### src/rtl/multicycle_ctrl_exc.sv
// multicycle_ctrl_exc
//   Multicycle MIPS control FSM with a MemReady wait handshake, bus timeout,
//   precise exceptions (irq / overflow / undefined / bus), kernel-mode flag
//   and eret. Sits between the IR decode fields and the multicycle datapath.
// Ports
//   clk, reset (async, active-low)
//   OpCode/Funct            IR[31:26] / IR[5:0]
//   Overflow                ALU signed overflow, valid in EX
//   MemReady                memory completes the current access this cycle
//   Irq                     level interrupt request
//   PCWrite..PCorData       1-bit datapath strobes
//   RegDst/ALUSrcA/ALUSrcB/PCSource  2-bit selects; ALUOp 4-bit ALU control
//   ExcTaken/EPCWrite/EPCSrc exception vector load, EPC write, EPC source
//   ExcCause/KernelMode     registered last cause / privilege flag
//   StateOut                current state encoding
module multicycle_ctrl_exc #(
  parameter int unsigned MEM_TIMEOUT   = 15,
  parameter bit          IRQ_EN        = 1'b1,
  parameter bit          TRAP_OVERFLOW = 1'b1
) (
  input  logic       clk,
  input  logic       reset,
  input  logic [5:0] OpCode,
  input  logic [5:0] Funct,
  input  logic       Overflow,
  input  logic       MemReady,
  input  logic       Irq,
  output logic       PCWrite,
  output logic       PCWriteCond,
  output logic       IorD,
  output logic       MemWrite,
  output logic       MemRead,
  output logic       IRWrite,
  output logic       MemtoReg,
  output logic       RegWrite,
  output logic       ExtOp,
  output logic       LuiOp,
  output logic       PCorData,
  output logic [1:0] RegDst,
  output logic [1:0] ALUSrcA,
  output logic [1:0] ALUSrcB,
  output logic [1:0] PCSource,
  output logic [3:0] ALUOp,
  output logic       ExcTaken,
  output logic       EPCWrite,
  output logic       EPCSrc,
  output logic [1:0] ExcCause,
  output logic       KernelMode,
  output logic [3:0] StateOut
);

  typedef enum logic [3:0] {
    S_IF = 4'h0, S_ID = 4'h1, S_EX = 4'h2, S_MRD = 4'h3, S_WBL = 4'h4,
    S_MWR = 4'h5, S_WB = 4'h6, S_JR = 4'h7, S_EXC = 4'h8, S_ERT = 4'h9
  } state_e;

  typedef enum logic [1:0] {
    C_IRQ = 2'd0, C_OVF = 2'd1, C_UNDEF = 2'd2, C_BUS = 2'd3
  } cause_e;

  state_e      state_q, state_d;
  cause_e      pend_q, pend_d;   // cause latched on entry to EXC
  cause_e      cause_q, cause_d; // cause reported after EXC
  logic        kern_q, kern_d;
  logic [15:0] cnt_q, cnt_d;

  logic       is_r, is_shift, is_jr, is_eret, is_trap, legal, r_legal, op_legal;
  logic       mem_to, no_ext;
  logic [2:0] alu_lo;

  always_comb begin
    is_r     = (OpCode == 6'h00);
    is_shift = is_r && (Funct == 6'h00 || Funct == 6'h02 || Funct == 6'h03);
    is_jr    = is_r && (Funct == 6'h08 || Funct == 6'h09);
    is_eret  = (OpCode == 6'h10) && (Funct == 6'h18);
    is_trap  = (is_r && (Funct == 6'h20 || Funct == 6'h22)) || (OpCode == 6'h08);
    no_ext   = (OpCode == 6'h0C) || (OpCode == 6'h0D);
    case (Funct)
      6'h00, 6'h02, 6'h03, 6'h08, 6'h09, 6'h20, 6'h21, 6'h22, 6'h23,
      6'h24, 6'h25, 6'h26, 6'h27, 6'h2A, 6'h2B: r_legal = 1'b1;
      default:                                   r_legal = 1'b0;
    endcase
    case (OpCode)
      6'h02, 6'h03, 6'h04, 6'h08, 6'h09, 6'h0A, 6'h0B, 6'h0C, 6'h0D,
      6'h0F, 6'h23, 6'h2B: op_legal = 1'b1;
      default:             op_legal = 1'b0;
    endcase
    legal = (is_r && r_legal) || op_legal || is_eret;
    case (OpCode)
      6'h00:        alu_lo = 3'b010;
      6'h04:        alu_lo = 3'b001;
      6'h0C, 6'h0D: alu_lo = 3'b100;
      6'h0A, 6'h0B: alu_lo = 3'b101;
      6'h09:        alu_lo = 3'b011;
      default:      alu_lo = 3'b000;
    endcase
    // Timeout fires on the (MEM_TIMEOUT+1)-th consecutive not-ready cycle
    mem_to = (MEM_TIMEOUT != 0) && (cnt_q == 16'(MEM_TIMEOUT)) && !MemReady;
  end

  always_ff @(posedge clk or negedge reset) begin
    if (!reset) begin
      state_q <= S_IF;
      pend_q  <= C_IRQ;
      cause_q <= C_IRQ;
      kern_q  <= 1'b0;
      cnt_q   <= '0;
    end else begin
      state_q <= state_d;
      pend_q  <= pend_d;
      cause_q <= cause_d;
      kern_q  <= kern_d;
      cnt_q   <= cnt_d;
    end
  end

  always_comb begin
    state_d = state_q;
    pend_d  = pend_q;
    cause_d = cause_q;
    kern_d  = kern_q;
    cnt_d   = '0;
    PCWrite = 1'b0; PCWriteCond = 1'b0; IorD = 1'b0; MemWrite = 1'b0;
    MemRead = 1'b0; IRWrite = 1'b0; MemtoReg = 1'b0; RegWrite = 1'b0;
    ExtOp = 1'b0; LuiOp = 1'b0; PCorData = 1'b0;
    RegDst = '0; ALUSrcA = '0; ALUSrcB = '0; PCSource = '0; ALUOp = '0;
    ExcTaken = 1'b0; EPCWrite = 1'b0; EPCSrc = 1'b0;
    StateOut   = state_q;
    ExcCause   = cause_q;
    KernelMode = kern_q;

    case (state_q)
      S_IF: begin
        ALUOp = {OpCode[0], 3'b000};
        // Interrupt sampled only on the entry cycle; no fetch is issued then
        if (cnt_q == '0 && IRQ_EN && Irq && !kern_q) begin
          state_d = S_EXC;
          pend_d  = C_IRQ;
        end else begin
          MemRead = 1'b1;
          ALUSrcB = 2'b01;
          if (MemReady) begin
            IRWrite = 1'b1;
            PCWrite = 1'b1;
            state_d = S_ID;
          end else if (mem_to) begin
            state_d = S_EXC;
            pend_d  = C_BUS;
          end else begin
            cnt_d = (cnt_q == '1) ? cnt_q : cnt_q + 16'd1;
          end
        end
      end
      S_ID: begin
        ALUSrcB = 2'b11;
        ALUOp   = {OpCode[0], 3'b000};
        ExtOp   = !no_ext;
        LuiOp   = (OpCode == 6'h0F);
        if (!legal || (is_eret && !kern_q)) begin
          state_d = S_EXC;
          pend_d  = C_UNDEF;
        end else begin
          state_d = S_EX;
        end
      end
      S_EX: begin
        ALUOp   = {OpCode[0], alu_lo};
        ExtOp   = !no_ext;
        LuiOp   = (OpCode == 6'h0F);
        state_d = S_IF;
        if (is_r) begin
          ALUSrcA = is_shift ? 2'b10 : 2'b01;
          if (is_jr) begin
            state_d = S_JR;
          end else if (is_trap && Overflow && TRAP_OVERFLOW) begin
            state_d = S_EXC;
            pend_d  = C_OVF;
          end else begin
            state_d = S_WB;
          end
        end else begin
          case (OpCode)
            6'h04: begin
              PCWriteCond = 1'b1; ALUSrcA = 2'b01; PCSource = 2'b01;
            end
            6'h02: begin
              PCWrite = 1'b1; PCSource = 2'b11;
            end
            6'h03: begin
              PCWrite = 1'b1; PCSource = 2'b11;
              RegWrite = 1'b1; RegDst = 2'b10; PCorData = 1'b1;
            end
            6'h10: state_d = S_ERT;
            6'h23: begin ALUSrcA = 2'b01; ALUSrcB = 2'b10; state_d = S_MRD; end
            6'h2B: begin ALUSrcA = 2'b01; ALUSrcB = 2'b10; state_d = S_MWR; end
            6'h08, 6'h09, 6'h0A, 6'h0B, 6'h0C, 6'h0D, 6'h0F: begin
              ALUSrcA = 2'b01;
              ALUSrcB = 2'b10;
              if (is_trap && Overflow && TRAP_OVERFLOW) begin
                state_d = S_EXC;
                pend_d  = C_OVF;
              end else begin
                state_d = S_WB;
              end
            end
            default: state_d = S_IF;
          endcase
        end
      end
      S_WB: begin
        RegWrite = 1'b1;
        RegDst   = is_r ? 2'b01 : 2'b00;
        state_d  = S_IF;
      end
      S_MRD: begin
        MemRead = 1'b1;
        IorD    = 1'b1;
        if (MemReady)    state_d = S_WBL;
        else if (mem_to) begin state_d = S_EXC; pend_d = C_BUS; end
        else             cnt_d = (cnt_q == '1) ? cnt_q : cnt_q + 16'd1;
      end
      S_WBL: begin
        RegWrite = 1'b1;
        MemtoReg = 1'b1;
        state_d  = S_IF;
      end
      S_MWR: begin
        MemWrite = 1'b1;
        IorD     = 1'b1;
        if (MemReady)    state_d = S_IF;
        else if (mem_to) begin state_d = S_EXC; pend_d = C_BUS; end
        else             cnt_d = (cnt_q == '1) ? cnt_q : cnt_q + 16'd1;
      end
      S_JR: begin
        PCWrite  = 1'b1;
        PCSource = 2'b01;
        if (Funct == 6'h09) begin
          RegWrite = 1'b1; RegDst = 2'b01; PCorData = 1'b1;
        end
        state_d = S_IF;
      end
      S_ERT: begin
        PCWrite  = 1'b1;
        PCSource = 2'b10;
        kern_d   = 1'b0;
        state_d  = S_IF;
      end
      S_EXC: begin
        PCWrite  = 1'b1;
        ExcTaken = 1'b1;
        EPCWrite = 1'b1;
        EPCSrc   = (pend_q != C_IRQ);
        cause_d  = pend_q;
        kern_d   = 1'b1;
        state_d  = S_IF;
      end
      default: state_d = S_IF;
    endcase

    // Reset gates every output so an aborted bus access drops immediately
    if (!reset) begin
      PCWrite = 1'b0; PCWriteCond = 1'b0; IorD = 1'b0; MemWrite = 1'b0;
      MemRead = 1'b0; IRWrite = 1'b0; MemtoReg = 1'b0; RegWrite = 1'b0;
      ExtOp = 1'b0; LuiOp = 1'b0; PCorData = 1'b0;
      RegDst = '0; ALUSrcA = '0; ALUSrcB = '0; PCSource = '0; ALUOp = '0;
      ExcTaken = 1'b0; EPCWrite = 1'b0; EPCSrc = 1'b0;
      ExcCause = '0; KernelMode = 1'b0; StateOut = '0;
    end
  end

endmodule

### config.mk
export PLATFORM = sky130hd
export DESIGN_NAME = multicycle_ctrl_exc
export DESIGN_NICKNAME = d
export VERILOG_FILES = /design/src/rtl/multicycle_ctrl_exc.sv
export SDC_FILE = /design/constraint.sdc
export NUM_CORES = 1
export LEC_CHECK = 0
export CAP_MARGIN = 30
export CORE_MARGIN = 2
export CORE_UTILIZATION = 35
export CTS_CLUSTER_SIZE = 12
export DETAILED_ROUTE_END_ITERATION = 8
export SLEW_MARGIN = 15
export SYNTH_ARGS = -nofsm -noshare
export SYNTH_HDL_FRONTEND = slang
export SYNTH_SLANG_ARGS = --single-unit
### constraint.sdc
create_clock -name clk -period 3.08 [get_ports clk]
set_input_delay 0.924 -clock clk [delete_from_list [all_inputs] [get_ports clk]]
set_output_delay 0.924 -clock clk [all_outputs]
set_load 0.05 [all_outputs]
==> flow_summary.ini <==
[timing]
min_period_ns = 3.206
finalSetupViolations = 4
finalHoldViolations = 0
relSlewSlack_pct = 55.48
drv_slew = 0
setup_ws_ns = -0.1259
rsz0062_at_grt = yes
timing.hold.ws_ns = 0.4896
period_share_pct = 104.1
tightest_slew_ns = 0.6595
max_freq_mhz = 311.9
clock_skew_ns = 0.009471

[worst_setup_path]
critical_path_required_ns = 2.16
start_kind = primary input
slowest_stage = a2111oi_4
worstPathCellList = clkdlybuf4s15_1, buf_4, nand4b_1, a2111oi_4, buf_4, buf_12
critical-path-max-stage-delay_ns = 0.42
critPathKind = in -> out
ff2ff_setup_slack_ns = 0.73
crit_path_frequent_cell = buf_4
r2r_end = state_q[0]$_DFF_PN0_
reg2regPathDepth = 6
crit_path_max_fanout = 4
cp.arrival_ns = 2.28
endpoint_kind = primary output
r2r_start = cnt_q[10]$_DFF_PN0_

[yosys]
yosysWarningCount = 0
yosysTopAreaCell = dfrtp_1
synth.most_common_cell = nor2_1
yosys-top-cells-area = dfrtp_1 28%, nor2_1 6.5%, xor2_1 4.3%
synth_seq_area_share_pct = 27.61
synthCells = 287
synth_top_area_share_pct = 27.61
async_reset_ff_share_pct = 100.0
synth_cell_type_count = 69
syn_nets = 306
avgSynthCellArea_um2 = 7.895
ys_ff_latch = 25
syn_area_mm2 = 0.002266
synth-main-ff-cell = dfrtp_1
synth_common_cells = 39 x nor2_1, 25 x dfrtp_1, 22 x nand2_1
synth_edf_count = 0

[placed_design]
numPlacedInstances = 459
portBuffers = 49
dp_hpwl_um = 5593
place_ws_ns = -0.5543
gp_congestion = 0.8526

[clock_network]
clk_latency_ns = 0.28
cts_tree = done
cts.clk_slew.worst_paths_ns = 0.08
cts.path.max_buffers = 2
htree_num_levels = 1
ctsHoldBuffers = 0
numCtsBuffers = 3
root_buffer = clkbuf_8
clock-sinks = 25

[floorplanning]
start_util_pct = 35.89
fp.dieH_um = 84.46
die_w_um = 84.46
top_level_ports = 50
core_mm2 = 0.006314
rows = 29
die_area_mm2 = 0.007133

[min_path]
min_to = kern_q$_DFFE_PN0P_
holdCritPathClass = reg -> reg
hold_start = kern_q$_DFFE_PN0P_
holdPathStages = 1

[drt]
drt_pre_antenna_iters = 4
wirelength_um = 7662
ant_nets = 0
vias_per_cell = 5.448
drtIter0Drc = 145
wl_per_cell_um = 15.73
vias = 2653
drc = 0

[finish]
post-route-util_pct = 65.18
area_growth_pct = 81.61
finalNetCount = 430
drive_above_1_share_pct = 48.78
layout.cells.non_filler = 487
antenna_cells = 0

[global_routing]
grt_pass1_wl_um = 12450
grtUsageTotal_pct = 21.07
antenna_found_initial = 0
globalRoute.totalOverflow = 0
grt_pass1_vias = 2653
grt_start_max_net_pins = 18

[run_status]
outcome = complete, but fails checks
violations = negative setup slack

[job]
drv_cap = 0

[pwr]
power_density_mw_per_mm2 = 454.5
ir_drop_v = 0.0004057
p_leak_nw = 1.742
-- cell type report --
type / count / area, um2
clock buffers: 3 / 41.29
clock inverters: 1 / 7.507
fillers: 505 / 2198
inverters: 9 / 35.03
multi-input cells: 234 / 1788
flip-flops and latches: 25 / 628.1
well taps: 77 / 96.34
repair buffers: 138 / 1519
-- sequential cells by signal, indices dropped and copies added, names as in the netlist --
signal   flops
pend_q       2
cause_q      2
state_q      4
kern_q       1
cnt_q       16
-- how the worst max path moves through the flow --
stage	start	end	cells past startpoint
6_report	Funct[4]	RegDst[0]	6
5_1_grt	Funct[5]	RegDst[0]	6
4_1_cts	OpCode[4]	RegDst[0]	8
3_5_place_dp	Funct[1]	RegDst[0]	6
3_3_place_gp	Funct[1]	RegDst[0]	6
2_1_floorplan	OpCode[5]	RegWrite	6
-- cells in the final DEF, fill, tap and decap left out, drive strengths merged, types with 2 or more instances in the layout --
cell	Yosys	routed
o21bai	2	2
o21ai	10	10
nor4b	2	2
nor2	39	39
mux2i	2	2
nand3b	2	2
a21o	3	3
a31oi	4	4
nand2b	8	8
nand4	9	9
a21oi	18	18
xor2	11	11
or3	5	5
nand2	22	22
ha	2	2
inv	8	8
o311ai	2	2
nor4	10	10
clkdlybuf4s50	0	2
a211oi	2	2
a21boi	2	2
clkdlybuf4s15	0	4
nor3	13	13
nor3b	3	3
nor2b	7	7
or2	2	2
mux2	4	4
xnor2	5	5
buf	12	128
and4	2	2
clkbuf	7	6
o21a	2	2
dfrtp	25	25
and2	7	7
and3	4	4
nand3	15	15
-- cells by family after synthesis --
family          synth area share, %
simple gates                  39.26
compound gates                16.40
buf+inv                       6.570
flops                         27.61
xor+xnor                      6.184
mux                           2.871
fa+ha+maj                     1.104
-- critical path, delay by kind of cell --
family,cells,cell delay [ns]
compound gates,1,0.42
simple gates,1,0.27
buf+inv,4,0.67
-- metal layers --
metal  vias up  wire length (um)  global-route usage (%)
met5         -                 0                       0
met4         0               183                   5.195
met3        22               388                   3.343
met2        86              4001                   37.37
met1      1278              3089                   26.81
li1       1267                 -                       -
-- power breakdown --
group	switching [mW]	internal, mW	leakage [nW]
Sequential	0.0461	0.383	0.336
Combinational	0.667	0.573	1.38
Clock	0.109	0.0918	0.0217
Total	0.823	1.05	1.74
-- per-stage QoR --
stage	total power, mW	TNS [ns]	area, um2
floorplan	1.083	-2.855	2382
global placement	1.549	-6.941	3680
detailed placement	1.562	-7.042	3680
CTS	1.810	-0.5914	3980
global route	1.969	-0.5883	4115
finish	1.870	-0.2483	4115
-- repair_timing --
action,4_1_cts,5_1_grt
gates resized for setup,68,30
endpoints found under the hold margin,0,0
setup endpoints to repair,28,19
buffers inserted,19,9
cloned,0,0
pin swaps,20,26
(Power assumes the default switching activity.)
==> RTL edit 1, RTL diff (same settings) <==
Change the parameter `MEM_TIMEOUT` from 15 to 11.
--- a/src/rtl/multicycle_ctrl_exc.sv
+++ b/src/rtl/multicycle_ctrl_exc.sv
@@ -15,5 +15,5 @@
 //   StateOut                current state encoding
 module multicycle_ctrl_exc #(
-  parameter int unsigned MEM_TIMEOUT   = 15,
+  parameter int unsigned MEM_TIMEOUT   = 11,
   parameter bit          IRQ_EN        = 1'b1,
   parameter bit          TRAP_OVERFLOW = 1'b1
Function: same outputs for any inputs over 10 cycles, from zero or initial values and one cycle with reset low; that may be too few to reach the edited logic, so the function may still have changed.
==> RTL edit 1 against the original RTL <==
The flow still finishes with violations (setup timing). Routed wire length fell by 8.7%. Final area fell by 9.2%. Sequential share of layout area rose by 1.5 points. Clock skew fell by 0.0028 ns. Area after synthesis fell by 1.5%. Worst setup slack improved by 0.080 ns. Maximum frequency rose by 2.6%. Die area fell by 1.5%. Power fell by 9.9%. Synthesized cell count rose by 2.8%. Sequential cell count did not move. Highest routed layer unchanged.
==> RTL edit 1: results (changes against the original RTL) <==
[outcome]
status = finished, violations left
violations = setup timing

[grt]
grt_max_degree = 17  ; -1
grtUsageTotal_pct = 20.0  ; -1.1 points
grtUsageMet1_pct = 24.3  ; -2.5 points
grt_pass1_vias = 2494  ; -6.0%
grt_use_met2_pct = 36.9  ; -0.50 points
met3_usage_pct = 1.38  ; -2.0 points

[sta]
tns_ns = -0.0886  ; +0.160 ns
tightest_slew_ns = 0.583  ; -0.0764 ns
setup_viol = 4  ; unchanged
skew_ns = 0.00663  ; -0.00285 ns
fin_ws_ns = -0.0458  ; +0.0801 ns

[pwr]
p_int_uw = 937  ; -11%
switchingPower_uw = 748  ; -9.1%
leakage_uw = 0.00161  ; -7.3%
ir_drop_uv = 300  ; -26%
power_frac_seq_pct = 25.1  ; +2.2 points

[routing]
route.met2.wl_um = 3670  ; -8.2%
drtIter0Drc = 216  ; +49%
vias_per_cell = 5.41  ; -0.72%
wl_um = 7000  ; -8.7%

[cells_and_area]
nets = 406  ; -5.6%
fin_cells = 463  ; -4.9%
drive_above_1_share_pct = 40.2  ; -8.6 points
fillCellCount = 551  ; +9.1%

[yosys]
netlist_top_cells_area = dfrtp_1, nor2_1, xor2_1, nor3_1, and2_1
ys_seq_area_share_pct = 28.0  ; +0.43 points
synth_cells = 295  ; +2.8%
synth_cell_types = 56  ; -19%
synth_nets = 314  ; +2.6%

[setup_path]
worst_ep_arrival_time_ns = 2.20  ; -0.08 ns
crit_slowest_cell = nor4_4
rrSetupSlack_ns = 0.89  ; +0.16 ns
reg2reg_to = cnt_q[5]
reg2reg_from = cnt_q[4]
path_delay_family = simple AND/OR/NAND/NOR gates

[clock_tree]
htreeDepth = 1  ; unchanged
cts.clk_slew.worst_paths_ns = 0.10  ; +0.02 ns

[place]
pre_cts_ws_ns = -0.516  ; +0.0380 ns
dp_hpwl_um = 5260  ; -6.0%
place.gp.congestion = 0.882  ; +3.4%
dpl_cell_area_um2 = 3450  ; -6.2%

[RTL edit 1: cell count changes after synthesis, moves of 3 or more]
cell	delta
and2_1	+8
o21ai_0	+8
and3_1	+6
clkbuf_1	+6
nor2b_1	+6
nor3_1	+6
o21a_1	+6
or3_1	-5
xnor2_1	-4
a21oi_1	-3
a31oi_1	-3
nand2_1	-3
[RTL edit 1: cell type report]
cell class                 instances  area (µm²)  area share, %
inverter                           8        30.0          0.803
tap                               77        96.3           2.58
timing repair buffer             106        1230           32.9
clock inverter                     1        7.51          0.201
multi-input combinational        243        1710           45.6
sequential                        25         626           16.7
clock buffer                       3        41.3           1.10
[RTL edit 1: how the worst max path moves through the flow]
stage	from	endpoint	slack, ns	depth (start not counted)
final	OpCode[3]	PCSource[1]	-0.05	7
after global routing	OpCode[3]	PCSource[1]	-0.1	7
after CTS	OpCode[4]	PCWrite	-0.08	8
after detailed placement	OpCode[3]	PCWrite	-0.52	8
after global placement	OpCode[3]	PCWrite	-0.53	8
after floorplan	OpCode[4]	PCSource[1]	-0.26	6
[RTL edit 1: what timing repair did]
item / 4_1_cts / 5_1_grt
pin swaps: 17 / 14
endpoints found under the hold margin: 0 / 0
setup endpoints to repair: 19 / 19
resized for setup: 75 / 15
buffers inserted: 8 / 4
[RTL edit 1: cells by family (layout without fill, tap and decap cells)]
kind of cell    after synthesis  after routing  synth area share (%)
mux                           4              4                  1.91
buf+inv                      27            118                  5.61
xor+xnor                     12             12                  4.71
compound gates               58             58                  17.6
simple gates                167            167                  41.1
fa+ha+maj                     2              2                  1.12
flops                        25             25                  28.0
[RTL edit 1: stage by stage]
stage               hold WS [ns]  util [%]
global route               0.522      59.9
global placement           0.486      55.3
CTS                        0.514      58.5
finish                     0.508      59.9
detailed placement         0.494      55.3
floorplan                  0.473         -
==> RTL edit 2, RTL diff (config.mk and constraints unchanged) <==
Made on the original files. Reset style: synchronous (`reset`), changed in one clocked block. Comments in the files are not updated.
--- a/src/rtl/multicycle_ctrl_exc.sv
+++ b/src/rtl/multicycle_ctrl_exc.sv
@@ -99,5 +99,5 @@
   end
 
-  always_ff @(posedge clk or negedge reset) begin
+  always_ff @(posedge clk) begin
     if (!reset) begin
       state_q <= S_IF;
Behaviour: no difference found for any inputs over 10 cycles, from zero or initial values and one cycle with reset low; that may be too few to reach the edited logic, so the function may still have changed.
==> RTL edit 2 against the original RTL <==
The flow still finishes with violations (setup timing). Final cell count increased by 0.21%. Synthesized cell count increased by 7.3%. Die area down 6.8%. Global-route usage increased by 0.64 points. Critical path depth increased by 1. Sequential share of layout area is 2.0 points lower. Area after synthesis is 7.1% lower. Routed wire length shrank 9.1%. Final area is 8.5% lower. Worst setup slack lost 0.27 ns. First-iteration DRC count shrank 25%. Core utilization is 0.79 points lower. Sequential cell count is the same. Critical path type unchanged. Largest cell class unchanged. Highest routed layer unchanged.
Power is not compared: it rests on default switching activity, and its combinational part moved more than twofold at a synthesized area within 25%.
==> RTL edit 2: results (changes against the original RTL) <==
[yosys]
synth_cell_types = 51  ; -26%
synth.mux.area_fraction_pct = 1.96  ; -0.91 points
synth_xor_area_share_pct = 5.83  ; -0.36 points
netlist_top_cells_area = dfxtp_1, nor2_1, nand2_1, a21oi_1, nand3_1
yosys-top-cells-count = nor2_1, nand2_1, dfxtp_1
avgSynthCellArea_um2 = 6.83  ; -13%
synth_compound_area_share_pct = 20.4  ; +4.0 points
synth-adder-area-share_pct = 1.19  ; +0.085 points
ys_seq_area_share_pct = 23.8  ; -3.8 points
synth_nets = 327  ; +6.9%

[grt]
grt_pass1_wl_um = 11400  ; -8.5%
grt_max_degree = 17  ; -1
grtUsageTotal_pct = 21.7  ; +0.64 points

[routing]
wl_per_cell_um = 14.3  ; -9.3%
drtIter0Drc = 109  ; -25%
wl_um = 6970  ; -9.1%
num_vias = 2602  ; -1.9%

[place]
dp_hpwl_um = 5410  ; -3.3%
place.gp.congestion = 0.886  ; +3.9%
place_inst = 476  ; +3.7%
dpl_cell_area_um2 = 3560  ; -3.4%

[setup_path]
crit_slowest_cell = or4b_4
reg2reg_depth = 8  ; +2
path_delay_family = simple AND/OR/NAND/NOR gates
path_max_fanout = 2  ; -2
rrSetupSlack_ns = 0.82  ; +0.09 ns
worst_ep_arrival_time_ns = 2.55  ; +0.27 ns

[cells_and_area]
drive_above_1_share_pct = 39.2  ; -9.6 points
nets = 433  ; +0.70%

[sta]
fin_ws_ns = -0.391  ; -0.265 ns
skew_ns = 0.00441  ; -0.00506 ns
setup_viol = 3  ; -1

[worst_hold_path]
whs_path_depth = 2  ; +1

[outcome]
violations = setup timing
status = finished, violations left

## RTL edit 2: cell types whose count changed after synthesis, sizes merged, moves of 4 or more
cell,before,now
dfrtp,25,0
dfxtp,0,25
buf,12,4
clkbuf,7,15
nand2,22,29
nor2b,7,14
nor2,39,45
nand2b,8,3
nor3,13,8
and2,7,11
## RTL edit 2: repair_timing
item	4_1_cts	5_1_grt
endpoints found under the setup margin	29	13
gates resized for setup	68	15
pin swaps	18	13
setup buffers	5	3
## RTL edit 2: area by class of cell
class,count,area [µm²]
flip-flops and latches,25,500
well taps,75,93.8
clock inverters,1,8.76
inverters,10,37.5
multi-input cells,254,1740
repair buffers,120,1350
fillers,505,2080
clock buffers,3,41.3
## RTL edit 2: kinds of logic after synthesis
logic type / count (synthesis)
and+or+nand+nor: 169
buffers and inverters: 29
muxes: 4
AOI/OAI and AO/OA: 65
adders and majority gates: 2
DFF: 25
xor gates and xnor gates: 14
## RTL edit 2: metrics by stage
stage | utilization (%) | total power [µW] | hold slack, ns | setup WS, ns | TNS (ns)
floorplan | - | 682 | 0.474 | -0.361 | -0.926
global placement | 60.8 | 954 | 0.499 | -0.748 | -8.72
detailed placement | 60.8 | 957 | 0.509 | -0.757 | -8.57
CTS | 63.0 | 1190 | 0.534 | -0.389 | -1.17
global route | 64.4 | 1260 | 0.565 | -0.421 | -1.25
finish | 64.4 | 1200 | 0.527 | -0.391 | -1.01
## RTL edit 2: power breakdown
part	internal, µW	switching (µW)	total [µW]
clock	95.1	118	213
combinational	287	328	615
sequential	341	29.4	370
## RTL edit 2: worst min-delay path, cell delays in order (launching register included)
cell	delay, ns
dfxtp_1	0.33
mux2i_1	0.06
nor2b_1	0.10
## RTL edit 2: per-layer routing
| metal | GRT usage [%] | part of all wire [%] |
|---|---|---|
| met1 | 29.4 | 45 |
| met2 | 36.1 | 48 |
| met3 | 1.43 | 3.9 |
| met4 | 7.97 | 2.4 |
| met5 | 0 | 0 |
## RTL edit 2: worst paths after layout
| kind | startpoint | to |
|---|---|---|
| min | cause_q[0] | cause_q[0] |
| max | Funct[5] | RegWrite |
| max reg2reg | cnt_q[0] | cnt_q[9] |
| min reg2reg | cause_q[0] | cause_q[0] |
